--- config.mk ---
export PLATFORM = sky130hd
export DESIGN_NAME = pulse_meter
export DESIGN_NICKNAME = d
export VERILOG_FILES = /design/src/rtl/pulse_meter_pkg.sv /design/src/rtl/sig_sync_edge.sv /design/src/rtl/pulse_meter.sv
export SDC_FILE = /design/constraint.sdc
export NUM_CORES = 1
export LEC_CHECK = 0
export ABC_CLOCK_PERIOD_IN_PS = 3200
export CAP_MARGIN = 5
export CORE_MARGIN = 10
export CORE_UTILIZATION = 50
export CTS_CLUSTER_DIAMETER = 100
export CTS_CLUSTER_SIZE = 30
export DETAILED_ROUTE_END_ITERATION = 7
export PLACE_DENSITY = 0.72
export RECOVER_POWER = 100
export SYNTH_ARGS = -nofsm -noshare
export SYNTH_HDL_FRONTEND = slang
export SYNTH_HIERARCHICAL = 1
export SYNTH_SLANG_ARGS = --single-unit
--- constraint.sdc ---
create_clock -name clk -period 3.2 [get_ports clk]
set_input_delay 0.64 -clock clk [delete_from_list [all_inputs] [get_ports clk]]
set_output_delay 0.64 -clock clk [all_outputs]
set_load 0.005 [all_outputs]
--- src/rtl/pulse_meter_pkg.sv ---
// Shared constants for pulse_meter: FSM state encoding and default parameters.
package pulse_meter_pkg;

    localparam int STATE_W = 3;

    localparam logic [STATE_W-1:0] ST_IDLE = 3'd0;
    localparam logic [STATE_W-1:0] ST_ARM  = 3'd1;
    localparam logic [STATE_W-1:0] ST_HIGH = 3'd2;
    localparam logic [STATE_W-1:0] ST_LOW  = 3'd3;
    localparam logic [STATE_W-1:0] ST_DONE = 3'd4;

    localparam int DEF_TICK_DIV = 100000;
    localparam int DEF_CNT_W    = 16;
    localparam int DEF_TIMEOUT  = 2000;

endpackage

--- src/rtl/sig_sync_edge.sv ---
// Purpose: 2-FF synchronizer plus delay register producing one-cycle rise/fall strobes.
// Latency: strobes are sampled by downstream logic 3 clk edges after a pin edge; both edges equal.
// Backpressure: none; strobes are free-running and cannot be stalled.
module sig_sync_edge (
    input  logic clk,
    input  logic rst_n,
    input  logic sig_in,
    output logic rise,
    output logic fall
);

    logic sync1;
    logic sync2;
    logic dly;

    always_ff @(posedge clk or negedge rst_n) begin
        if (!rst_n) begin
            sync1 <= 1'b0;
            sync2 <= 1'b0;
            dly   <= 1'b0;
        end else begin
            sync1 <= sig_in;
            sync2 <= sync1;
            dly   <= sync2;
        end
    end

    assign rise = sync2 & ~dly;
    assign fall = ~sync2 & dly;

endmodule

--- src/rtl/pulse_meter.sv ---
// Purpose: measures period and high time of a slow async input in prescaled ticks (PULSE_METER_CONTINUOUS_EN: back-to-back measurements).
// Latency: valid pulses the cycle after the terminating rise strobe, or the cycle after a phase timeout.
// Backpressure: none; start is ignored while busy, results hold until the next valid.
module pulse_meter
    import pulse_meter_pkg::*;
#(
    parameter int TICK_DIV = DEF_TICK_DIV,
    parameter int CNT_W    = DEF_CNT_W,
    parameter int TIMEOUT  = DEF_TIMEOUT
) (
    input  logic             clk,
    input  logic             rst_n,
    input  logic             sig_in,
    input  logic             start,
    output logic             busy,
    output logic             valid,
    output logic [CNT_W-1:0] period,
    output logic [CNT_W-1:0] high_time,
    output logic             timeout
);

    localparam int PRE_W = (TICK_DIV > 2) ? $clog2(TICK_DIV) : 1;
    localparam int PH_W  = $clog2(TIMEOUT + 1);

`ifdef PULSE_METER_CONTINUOUS_EN
    localparam bit CONT_EN = 1'b1;
`else
    localparam bit CONT_EN = 1'b0;
`endif

    logic [STATE_W-1:0] state;
    logic [STATE_W-1:0] next_state;

    logic               rise;
    logic               fall;
    logic [PRE_W-1:0]   pre;
    logic               tick;
    logic [PH_W-1:0]    phase_cnt;
    logic [CNT_W-1:0]   period_cnt;
    logic [CNT_W-1:0]   cnt_now;
    logic [CNT_W-1:0]   high_cnt;

    logic measuring;
    logic timeout_hit;
    logic start_acc;
    logic arm_rise;
    logic fall_acc;
    logic meas_rise;
    logic cnt_inc;

    sig_sync_edge u_sync (
        .clk    (clk),
        .rst_n  (rst_n),
        .sig_in (sig_in),
        .rise   (rise),
        .fall   (fall)
    );

    assign tick        = (pre == PRE_W'(TICK_DIV - 1));
    assign measuring   = (state == ST_ARM) || (state == ST_HIGH) || (state == ST_LOW);
    // A timeout in the same cycle as a strobe takes priority over the strobe.
    assign timeout_hit = measuring && tick && (phase_cnt == PH_W'(TIMEOUT - 1));
    assign start_acc   = (state == ST_IDLE) && start;
    assign arm_rise    = (state == ST_ARM)  && rise && !timeout_hit;
    assign fall_acc    = (state == ST_HIGH) && fall && !timeout_hit;
    assign meas_rise   = (state == ST_LOW)  && rise && !timeout_hit;

    assign cnt_inc = tick && ((state == ST_HIGH) || (state == ST_LOW))
                     && (period_cnt != {CNT_W{1'b1}});
    assign cnt_now = cnt_inc ? period_cnt + 1'b1 : period_cnt;

    always_ff @(posedge clk or negedge rst_n) begin
        if (!rst_n) begin
            state <= ST_IDLE;
        end else begin
            state <= next_state;
        end
    end

    always_comb begin
        next_state = state;
        case (state)
            ST_IDLE: if (start) next_state = ST_ARM;
            ST_ARM: begin
                if (timeout_hit)   next_state = ST_DONE;
                else if (rise)     next_state = ST_HIGH;
            end
            ST_HIGH: begin
                if (timeout_hit)   next_state = ST_DONE;
                else if (fall)     next_state = ST_LOW;
            end
            ST_LOW: begin
                if (timeout_hit)   next_state = ST_DONE;
                else if (rise)     next_state = ST_DONE;
            end
            ST_DONE: next_state = (CONT_EN && !timeout) ? ST_HIGH : ST_IDLE;
            default: next_state = ST_IDLE;
        endcase
    end

    always_comb begin
        busy  = (state != ST_IDLE);
        valid = (state == ST_DONE);
    end

    // Clearing on start as well makes an ARM timeout land a fixed time after start.
    always_ff @(posedge clk or negedge rst_n) begin
        if (!rst_n) begin
            pre <= '0;
        end else if (start_acc || arm_rise || (CONT_EN && meas_rise) || tick) begin
            pre <= '0;
        end else begin
            pre <= pre + 1'b1;
        end
    end

    always_ff @(posedge clk or negedge rst_n) begin
        if (!rst_n) begin
            phase_cnt <= '0;
        end else if (start_acc || arm_rise || fall_acc || meas_rise) begin
            phase_cnt <= '0;
        end else if (measuring && tick) begin
            phase_cnt <= phase_cnt + 1'b1;
        end
    end

    always_ff @(posedge clk or negedge rst_n) begin
        if (!rst_n) begin
            period_cnt <= '0;
            high_cnt   <= '0;
        end else begin
            if (arm_rise || (CONT_EN && meas_rise)) begin
                period_cnt <= '0;
            end else begin
                period_cnt <= cnt_now;
            end
            if (fall_acc) begin
                high_cnt <= cnt_now;
            end
        end
    end

    // Results are written on the way into DONE so they appear together with valid.
    always_ff @(posedge clk or negedge rst_n) begin
        if (!rst_n) begin
            period    <= '0;
            high_time <= '0;
            timeout   <= 1'b0;
        end else if (timeout_hit) begin
            period    <= '0;
            high_time <= '0;
            timeout   <= 1'b1;
        end else if (meas_rise) begin
            period    <= cnt_now;
            high_time <= high_cnt;
            timeout   <= 1'b0;
        end
    end

endmodule

==> results of run 1 <==
## metrics by stage
stage / power (W) / std cells / setup WS, ns / utilization [%]
2_1_floorplan: 0.00160 / 404 / 0.877 / -
3_3_place_gp: 0.00171 / 536 / 0.711 / 57.6
3_5_place_dp: 0.00172 / 536 / 0.644 / 57.6
4_1_cts: 0.00261 / 552 / 0.626 / 60.3
5_1_grt: 0.00270 / 552 / 0.249 / 59.8
6_report: 0.00256 / 552 / 0.473 / 59.8
## flip-flops by register name, indices dropped and copies added, names as in the netlist
register	cells
high_time	16
u_sync/dly	1
timeout	1
state	3
phase_cnt	11
u_sync/sync1	1
high_cnt	16
period_cnt	16
period	16
pre	17
u_sync/sync2	1
## metal layers
| metal | track usage [%] | vias up | routed length (um) |
|---|---|---|---|
| met2 | 23.0 | 72 | 4100 |
| met5 | 0 | - | 0 |
| met4 | 5.25 | 0 | 121 |
| met1 | 18.5 | 1532 | 3970 |
| met3 | 4.47 | 13 | 529 |
| li1 | - | 1485 | - |
## critical path: stages (launching register included)
cell and delay [ns]:
dfrtp_1 0.41, ha_1 0.25, and4_1 0.23, nand4_1 0.28, nor4_4 0.12, nor2_1 0.80, buf_4 0.38, nand2_1 0.08
o21ai_0 0.07
## how the worst max path moves through the flow
stage,startpoint,to,slack [ns],cells past startpoint
3_3_place_gp,pre[0]$_DFF_PN0_,high_cnt[13]$_DFFE_PN0P_,0.71,7
4_1_cts,pre[0]$_DFF_PN0_,high_time[11]$_DFFE_PN0P_,0.63,7
3_5_place_dp,pre[0]$_DFF_PN0_,high_time[3]$_DFFE_PN0P_,0.64,7
5_1_grt,pre[0]$_DFF_PN0_,period[3]$_DFFE_PN0P_,0.25,8
2_1_floorplan,pre[0]$_DFF_PN0_,high_cnt[2]$_DFFE_PN0P_,0.88,7
6_report,pre[0]$_DFF_PN0_,period[0]$_DFFE_PN0P_,0.47,8
## cells in the mapped netlist (2+ instances only)
| master | count | share of area (%) |
|---|---|---|
| nand2_1 | 49 | 4.3 |
| a21o_1 | 2 | 0.35 |
| nor2b_1 | 4 | 0.59 |
| a22o_1 | 16 | 3.3 |
| nor3_1 | 7 | 0.82 |
| and4_1 | 3 | 0.62 |
| mux2i_1 | 3 | 0.71 |
| o21ai_0 | 29 | 3.4 |
| xor2_1 | 27 | 5.6 |
| clkbuf_1 | 11 | 0.97 |
| nor2_1 | 50 | 4.4 |
| o21ai_1 | 4 | 0.47 |
| nand3_1 | 19 | 2.2 |
| a21oi_1 | 7 | 0.82 |
| xnor2_1 | 9 | 1.9 |
| or3_1 | 4 | 0.59 |
| nor4b_2 | 2 | 0.71 |
| ha_1 | 3 | 0.88 |
| inv_1 | 5 | 0.44 |
| nor4_1 | 4 | 0.59 |
| dfrtp_1 | 99 | 58 |
| nand4_1 | 14 | 2.1 |
| buf_2 | 5 | 0.59 |
| and3_1 | 7 | 1.0 |
| or4_1 | 2 | 0.35 |
## power breakdown
part	internal (W)	total [W]	switching, W
clock	0.000463	0.000891	0.000427
combinational	0.0000967	0.000311	0.000214
sequential	0.00129	0.00136	0.0000667
total	0.00185	0.00256	0.000708
## area by class of cell
| class | count | area [sq um] | share of cell area (%) |
|---|---|---|---|
| timing repair buffer | 44 | 410 | 8.31 |
| clock buffer | 10 | 138 | 2.79 |
| sequential | 99 | 2480 | 50.1 |
| clock inverter | 6 | 87.6 | 1.77 |
| tap | 105 | 131 | 2.66 |
| multi-input combinational | 283 | 1680 | 34.0 |
| inverter | 5 | 18.8 | 0.380 |
## cells by family after synthesis
| group | after synthesis |
|---|---|
| adder cells (fa/ha/maj) | 3 |
| XOR/XNOR | 36 |
| multiplexers | 4 |
| AND/OR/NAND/NOR | 176 |
| buffers and inverters | 22 |
| AO/OA/AOI/OAI | 64 |
| flip-flops | 99 |
==> flow_summary.json, run 1 <==
{
  "setup_viol": 0,
  "vias_per_cell": 5.62,
  "wl_per_cell_um": 15.8,
  "dieWidth_um": 112,
  "synthFlopType": "dfrtp_1",
  "synth-xor-area-share_pct": 7.41,
  "synth-seq-cells": 99,
  "holdWs_ns": 0.358,
  "ios": 39,
  "synthMuxAreaShare_pct": 0.970,
  "cts_buffers": 9,
  "drv_cap": 0,
  "postSynthCellCount": 404,
  "final_common_cell": "dfrtp_1",
  "synthesis.area_sq_um": 4260,
  "drtPass1Iterations": 4,
  "final_cell_area_sq_um": 4940,
  "fin_crit_ns": 2.73,
  "ys_seq_area_share_pct": 58.2,
  "drt_iter0_drc": 198,
  "synth_top_family_by_area": "simple AND/OR/NAND/NOR gates",
  "cts_tree": "built",
  "min_from": "u_sync/sync1$_DFF_PN0_",
  "setup_tns_ns": 0,
  "rr_endpoint": "period[0]$_DFFE_PN0P_",
  "wirelength_um": 8730,
  "antenna_found_initial": 0,
  "path_clk_slew_ns": 0.09,
  "cp_max_fo": 21,
  "grt.total_usage_pct": 14.6,
  "synth-simple-area-share_pct": 20.9,
  "finalHoldViolations": 0,
  "status": "finished clean",
  "drcViolationCount": 0,
  "ys_warn_count": 6,
  "placed_cell_area_sq_um": 4750,
  "clk_latency_ns": 0.36,
  "cts_sinks": 99,
  "grt_start_max_net_pins": 54,
  "max-slew-margin-rel_pct": 13.1,
  "max_clock_freq_ghz": 0.367,
  "hold-path-endpoint": "u_sync/sync2$_DFF_PN0_",
  "ctsHoldBuffers": 0,
  "ant_nets": 0,
  "hold_path.class": "reg -> reg",
  "layout_common_cells": "99 x dfrtp_1, 50 x nor2_1, 50 x nand2_1",
  "cts.repair.resized": 0,
  "crit_required_ns": 3.48,
  "rows": 33,
  "syn_nets": 411,
  "fin_nets": 449,
  "arrival_ns": 3.00,
  "synth_fa_ha_area_share_pct": 0.882,
  "htreeDepth": 3,
  "syn_avg_cell_area_sq_um": 10.5,
  "yosysUniqueCellTypes": 44,
  "slew_viol_final": 0,
  "grt_pass1_wl_um": 15400,
  "syn2layout_area_growth_pct": 16.1,
  "post_cts_buffers": 0,
  "num_vias": 3102,
  "rsz0062_at_grt": "no",
  "synth_compound_area_share_pct": 9.41,
  "gp_congestion": 0.852,
  "p_per_area_nw_per_um2": 519,
  "grt_pass1_vias": 3167,
  "async_flop_share_pct": 100,
  "worstSetupStartpointType": "flop",
  "die-area_sq_um": 12600,
  "total_leakage_power_nw": 2.35,
  "clock_skew_ns": 0.00693,
  "n_antenna_cell": 0,
  "r2r-start": "pre[0]$_DFF_PN0_",
  "ff2ff_path_depth": 8,
  "die_y_um": 112,
  "start_util_pct": 51.5,
  "cts_max_path_buffers": 2,
  "fillers": 713,
  "synth_edf_count": 0,
  "final.period_utilization_pct": 85.2,
  "setup.worst_path.class": "reg -> reg",
  "end_kind": "flop",
  "gr-total-overflow": 0,
  "io_buffers": 38,
  "min_path_cells": 0,
  "tightest_slew_ns": 1.30,
  "rrSetupSlack_ns": 0.47,
  "clockRootBuffer": "clkbuf_8",
  "peakVddDrop_uv": 352,
  "hpwl_um": 6230,
  "drive_above_1_share_pct": 6.04,
  "core-area_sq_um": 8260
}
No activity file was read; power rests on OpenSTA's default activity.
==> run 2, diff against run 1 <==
--- a/config.mk
+++ b/config.mk
@@ -12,9 +12,9 @@
 export CTS_CLUSTER_DIAMETER = 100
 export CTS_CLUSTER_SIZE = 30
 export DETAILED_ROUTE_END_ITERATION = 7
+export MAX_ROUTING_LAYER = met4
 export PLACE_DENSITY = 0.72
 export RECOVER_POWER = 100
 export SYNTH_ARGS = -nofsm -noshare
 export SYNTH_HDL_FRONTEND = slang
-export SYNTH_HIERARCHICAL = 1
 export SYNTH_SLANG_ARGS = --single-unit
==> run 2 against run 1 <==
Compared with the run above:
- synthesized area grew 0.85%
- utilization fell by 0.39 points
- count of clock-buffer cells in the layout up 1
- die area grew 0.71%
- non-clock buffer count unchanged
- sequential power about the same
- wire length decreased by 2.6%
- hold slack better by 0.0097 ns
- clock skew grew 0.0039 ns
- global-route usage decreased by 0.21 points
- critical path type unchanged
==> flow_summary.json, run 2 <==
{
  "drcViolationCount": 0,
  "ff_latch_area_sq_um": 2480,
  "yosys-top-cells-count": "99 x dfrtp_1, 59 x nor2_1, 49 x nand2_1, 31 x o21ai_0, 25 x xor2_1",
  "grt_pass1_wl_um": 14900,
  "drv_cap": 0,
  "hold-path-endpoint": "u_sync.sync2$_DFF_PN0_",
  "dieWidth_um": 113,
  "min_from": "u_sync.sync1$_DFF_PN0_",
  "gp_congestion": 0.855,
  "placed_cell_area_sq_um": 4770,
  "final.period_utilization_pct": 88.7,
  "gr-total-overflow": 0,
  "n_antenna_cell": 0,
  "min_path_cells": 0,
  "synth_top_area_share_pct": 57.7,
  "synth-seq-cells": 99,
  "final_common_cell": "dfrtp_1",
  "finalHoldViolations": 0,
  "max_flop_register": "pre",
  "holdWs_ns": 0.368,
  "setup.worst_path.class": "reg -> reg",
  "hpwl_um": 5920,
  "ios": 39,
  "netlist_top_cells_area": "dfrtp_1 58%, nor2_1 5.2%, xor2_1 5.1%, nand2_1 4.3%, o21ai_0 3.6%",
  "syn2layout_area_growth_pct": 14.9,
  "end_kind": "flop",
  "wirelength_um": 8500,
  "core-area_sq_um": 8300,
  "place_ws_ns": 0.507,
  "async_flop_share_pct": 100,
  "largest_reg_flops": 17,
  "cp_max_fo": 9,
  "utilization_pct": 59.4,
  "vias_per_cell": 5.40,
  "fin_ws_ns": 0.363,
  "grt_start_max_net_pins": 54,
  "clock_skew_ns": 0.0109,
  "ys_seq_area_share_pct": 57.7,
  "synth_top_area_cell": "dfrtp_1",
  "cts.repair.resized": 0,
  "max_clock_freq_ghz": 0.352,
  "ant_nets": 0,
  "num_vias": 2998,
  "antenna_found_initial": 0,
  "rsz0062_at_grt": "no",
  "cts_tree": "built",
  "rr_endpoint": "period[10]$_DFFE_PN0P_",
  "synthFlopType": "dfrtp_1",
  "layout_common_cells": "99 x dfrtp_1, 60 x nor2_1, 50 x nand2_1",
  "cts_buffers": 9,
  "synthesis.area_sq_um": 4290,
  "drive_above_1_share_pct": 5.78,
  "final_cell_area_sq_um": 4930,
  "syn_nets": 414,
  "syn_avg_cell_area_sq_um": 10.5,
  "rows": 33,
  "ys_warn_count": 0,
  "setup_tns_ns": 0,
  "drtPass1Iterations": 4,
  "slew_viol_final": 0,
  "r2r-start": "pre[0]$_DFF_PN0_",
  "grt_pass1_vias": 3092,
  "cts_sinks": 99,
  "clockRootBuffer": "clkbuf_8",
  "max-slew-margin-rel_pct": 12.1,
  "grt.total_usage_pct": 14.4,
  "ctsHoldBuffers": 0,
  "die_y_um": 113,
  "hold_path.class": "reg -> reg",
  "arrival_ns": 3.06,
  "synth_edf_count": 0,
  "rrSetupSlack_ns": 0.36,
  "status": "finished clean",
  "post_cts_buffers": 0,
  "htreeDepth": 3,
  "path_clk_slew_ns": 0.09,
  "postSynthCellCount": 407,
  "peakVddDrop_uv": 319,
  "die-area_sq_um": 12700,
  "crit_required_ns": 3.42,
  "fin_nets": 453,
  "drt_iter0_drc": 113,
  "setup_viol": 0,
  "fin_crit_ns": 2.84,
  "p_per_area_nw_per_um2": 502,
  "tightest_slew_ns": 1.32,
  "synth.most_common_cell": "dfrtp_1",
  "fillers": 728,
  "io_buffers": 38,
  "worstSetupStartpointType": "flop",
  "multi_input_area_sq_um": 1710,
  "wl_per_cell_um": 15.3,
  "total_leakage_power_nw": 2.32,
  "cts_max_path_buffers": 2,
  "yosysUniqueCellTypes": 40,
  "clk_latency_ns": 0.35,
  "start_util_pct": 51.7,
  "ff2ff_path_depth": 7
}
## run 2: cell count changes after synthesis, moves of 3 or more
cell      delta
nor2_1       +9
a21oi_1      -5
clkbuf_1     -5
xnor2_1      +5
nand2b_1     +4
and4_1       +3
buf_2        +3
nor2b_1      -3
or3_1        -3
## run 2: cell families after synthesis
family	synth area share (%)
simple gates	22.4
mux	1.17
compound gates	7.67
xor+xnor	7.96
buf+inv	2.24
fa+ha+maj	0.874
flops	57.7
## run 2: worst max path at each step
stage                          start                         to
CTS                 pre[0]$_DFF_PN0_     period[10]$_DFFE_PN0P_
detailed placement  pre[0]$_DFF_PN0_     period[10]$_DFFE_PN0P_
global route        pre[0]$_DFF_PN0_   high_cnt[10]$_DFFE_PN0P_
finish              pre[0]$_DFF_PN0_     period[10]$_DFFE_PN0P_
floorplan           pre[0]$_DFF_PN0_  phase_cnt[10]$_DFFE_PN0P_
global placement    pre[0]$_DFF_PN0_     period[10]$_DFFE_PN0P_
## run 2: worst max-delay path, stage by stage, from the launching register on
cell and delay (ns):
dfrtp_1 0.41, ha_1 0.22, and4_1 0.38, and4_1 0.48, nand2_1 0.26, or4_1 0.54, xor2_1 0.30, o21ai_1 0.12
## run 2: cell type report
cell class / instances / area share (%)
Clock buffer: 11 / 3.07
Clock inverter: 4 / 0.989
Inverter: 4 / 0.304
Tap cell: 105 / 2.66
Multi-Input combinational cell: 288 / 34.6
Timing Repair Buffer: 44 / 8.19
Sequential cell: 99 / 50.2
## run 2: routing by layer
layer  track usage [%]  wire length [um]  share of wire [%]
met5                 -                 0                  0
met1              17.9              3990                 47
met2              22.4              3940                 46
met3              3.51               454                5.3
met4              4.82               109                1.3
## run 2: where the power goes
group          switching [W]  internal (W)
clock               0.000405      0.000400
combinational       0.000221     0.0000932
sequential         0.0000614       0.00129
total               0.000688       0.00179
## run 2: per-stage QoR
step	cells	power, W
final	555	0.00248
after global routing	555	0.00261
after CTS	554	0.00251
after detailed placement	539	0.00171
after global placement	539	0.00170
after floorplan	407	0.00160
==> run 3, diff against run 2 <==
--- a/config.mk
+++ b/config.mk
@@ -17,4 +17,5 @@
 export RECOVER_POWER = 100
 export SYNTH_ARGS = -nofsm -noshare
 export SYNTH_HDL_FRONTEND = slang
+export SYNTH_HIERARCHICAL = 1
 export SYNTH_SLANG_ARGS = --single-unit
==> run 3 against run 2 <==
Compared with the run above:
- clock skew decreased by 0.0018 ns
- global-route usage increased by 0.65 points
- maximum frequency increased by 2.6%
- sequential power about the same
- total power increased by 3.7%
- count of clock-buffer cells in the layout decreased by 1
- first-iteration DRC count increased by 56%
- critical path depth increased by 1
- cell count decreased by 0.54%
- die area decreased by 0.70%
- worst setup slack improved by 0.071 ns
- largest cell class unchanged
- utilization increased by 0.42 points
==> flow_summary.json, run 3 (synthesis results as in run 1) <==
{
  "cp-endpoint": "period[4]$_DFFE_PN0P_",
  "rows": 33,
  "cp_max_fo": 21,
  "setup_tns_ns": 0,
  "end_kind": "flop",
  "n_antenna_cell": 0,
  "clk_latency_ns": 0.37,
  "slowest_stage": "nor2_1",
  "die-area_sq_um": 12600,
  "final.period_utilization_pct": 86.4,
  "wirelength_um": 8840,
  "ant_nets": 0,
  "num_vias": 3152,
  "grt_pass1_wl_um": 15400,
  "drcViolationCount": 0,
  "core-area_sq_um": 8260,
  "finalHoldViolations": 0,
  "wl_per_cell_um": 16.0,
  "syn2layout_area_growth_pct": 16.1,
  "ctsHoldBuffers": 0,
  "drv_cap": 0,
  "grt_start_max_net_pins": 54,
  "antenna_found_initial": 0,
  "drive_above_1_share_pct": 6.04,
  "die_y_um": 112,
  "vias_per_cell": 5.71,
  "max-slew-margin-rel_pct": 12.7,
  "slew_viol_final": 0,
  "cts_max_path_buffers": 2,
  "start_util_pct": 51.5,
  "cts_buffers": 9,
  "ff2ff_path_depth": 8,
  "hpwl_um": 6230,
  "drt_iter0_drc": 176,
  "setup_viol": 0,
  "rsz0062_at_grt": "no",
  "hold_path.class": "in -> async",
  "holdWs_ns": 0.268,
  "total_leakage_power_nw": 2.35,
  "status": "finished clean",
  "critPathLaunch": "pre[0]$_DFF_PN0_",
  "path_clk_slew_ns": 0.09,
  "crit_chain": "ha_1 > and4_1 > nand4_1 > nor4_4 > nor2_1 > buf_4 > nand2_1 > o21ai_0",
  "arrival_ns": 3.05,
  "drtPass1Iterations": 5,
  "cts.repair.resized": 0,
  "r2r-start": "pre[0]$_DFF_PN0_",
  "layout_common_cells": "99 x dfrtp_1, 50 x nor2_1, 50 x nand2_1",
  "fin_nets": 449,
  "setup.worst_path.class": "reg -> reg",
  "io_buffers": 38,
  "tightest_slew_ns": 1.31,
  "worstSetupStartpointType": "flop",
  "fin_crit_ns": 2.77,
  "cts_sinks": 99,
  "ios": 39,
  "max_stage_delay_ns": 0.83,
  "rrSetupSlack_ns": 0.43,
  "clockRootBuffer": "clkbuf_8",
  "largest_reg_flops": 17,
  "dieWidth_um": 112,
  "rr_endpoint": "period[4]$_DFFE_PN0P_",
  "clock_skew_ns": 0.00912,
  "final_common_cell": "dfrtp_1",
  "crit_required_ns": 3.48,
  "post_cts_buffers": 0,
  "htreeDepth": 3,
  "grt_pass1_vias": 3157,
  "grt.total_usage_pct": 15.0,
  "gp_congestion": 0.865,
  "peakVddDrop_uv": 353,
  "max_flop_register": "pre",
  "gr-total-overflow": 0,
  "cts_tree": "built",
  "p_per_area_nw_per_um2": 520,
  "max_clock_freq_ghz": 0.361
}
## run 3: changes by cell type in the layout (fill, tap and decap cells not counted), sizes merged, moves of 2 or more
cell	before	now
a21oi	2	7
and2	3	1
and4	6	3
buf	1	4
clkbuf	17	13
mux2i	5	3
nand2b	5	1
nor2	61	50
nor2b	1	4
nor4bb	2	0
or3	1	4
xnor2	14	9
xor2	25	27
## run 3: metrics by stage
step / utilization (%) / setup slack (ns) / total power [W] / cells / instance area (sq um)
3_5_place_dp: 57.6 / 0.644 / 0.00172 / 536 / 4750
4_1_cts: 60.3 / 0.626 / 0.00261 / 552 / 4980
3_3_place_gp: 57.6 / 0.711 / 0.00171 / 536 / 4750
2_1_floorplan: - / 0.877 / 0.00160 / 404 / 4260
6_report: 59.9 / 0.434 / 0.00257 / 552 / 4940
5_1_grt: 59.9 / 0.247 / 0.00270 / 552 / 4940
## run 3: area by class of cell
| cell class | count | area, sq um |
|---|---|---|
| Fill cell | 712 | 3310 |
| Sequential cell | 99 | 2480 |
| Multi-Input combinational cell | 283 | 1680 |
| Timing Repair Buffer | 44 | 413 |
| Clock buffer | 10 | 138 |
| Tap cell | 105 | 131 |
| Clock inverter | 6 | 87.6 |
| Inverter | 5 | 18.8 |
## run 3: critical path, delay by kind of cell (launching register included)
kind,cells,cell delay [ns]
buffers and inverters,1,0.39
AND/OR/NAND/NOR,5,1.54
flip-flops,1,0.41
adder cells (fa/ha/maj),1,0.25
AO/OA/AOI/OAI,1,0.07
## run 3: report_power, final
part,switching [W],internal (W),total [W]
Sequential,0.0000674,0.00129,0.00136
Clock,0.000432,0.000463,0.000895
Combinational,0.000214,0.0000971,0.000311
## run 3: how the worst min path moves through the flow
stage          slack, ns                      to  depth (start not counted)
3_3_place_gp        0.33  u_sync/sync2$_DFF_PN0_                          0
5_1_grt             0.30        pre[8]$_DFF_PN0_                          1
6_report            0.27        pre[3]$_DFF_PN0_                          1
2_1_floorplan       0.33  u_sync/sync2$_DFF_PN0_                          0
3_5_place_dp        0.34  u_sync/sync2$_DFF_PN0_                          0
4_1_cts             0.29        pre[3]$_DFF_PN0_                          1
## run 3: metal layers
layer | wire (um) | GRT usage (%)
met5 | 0 | -
met4 | 166 | 5.25
met3 | 517 | 4.53
met2 | 4070 | 22.8
met1 | 4090 | 18.6
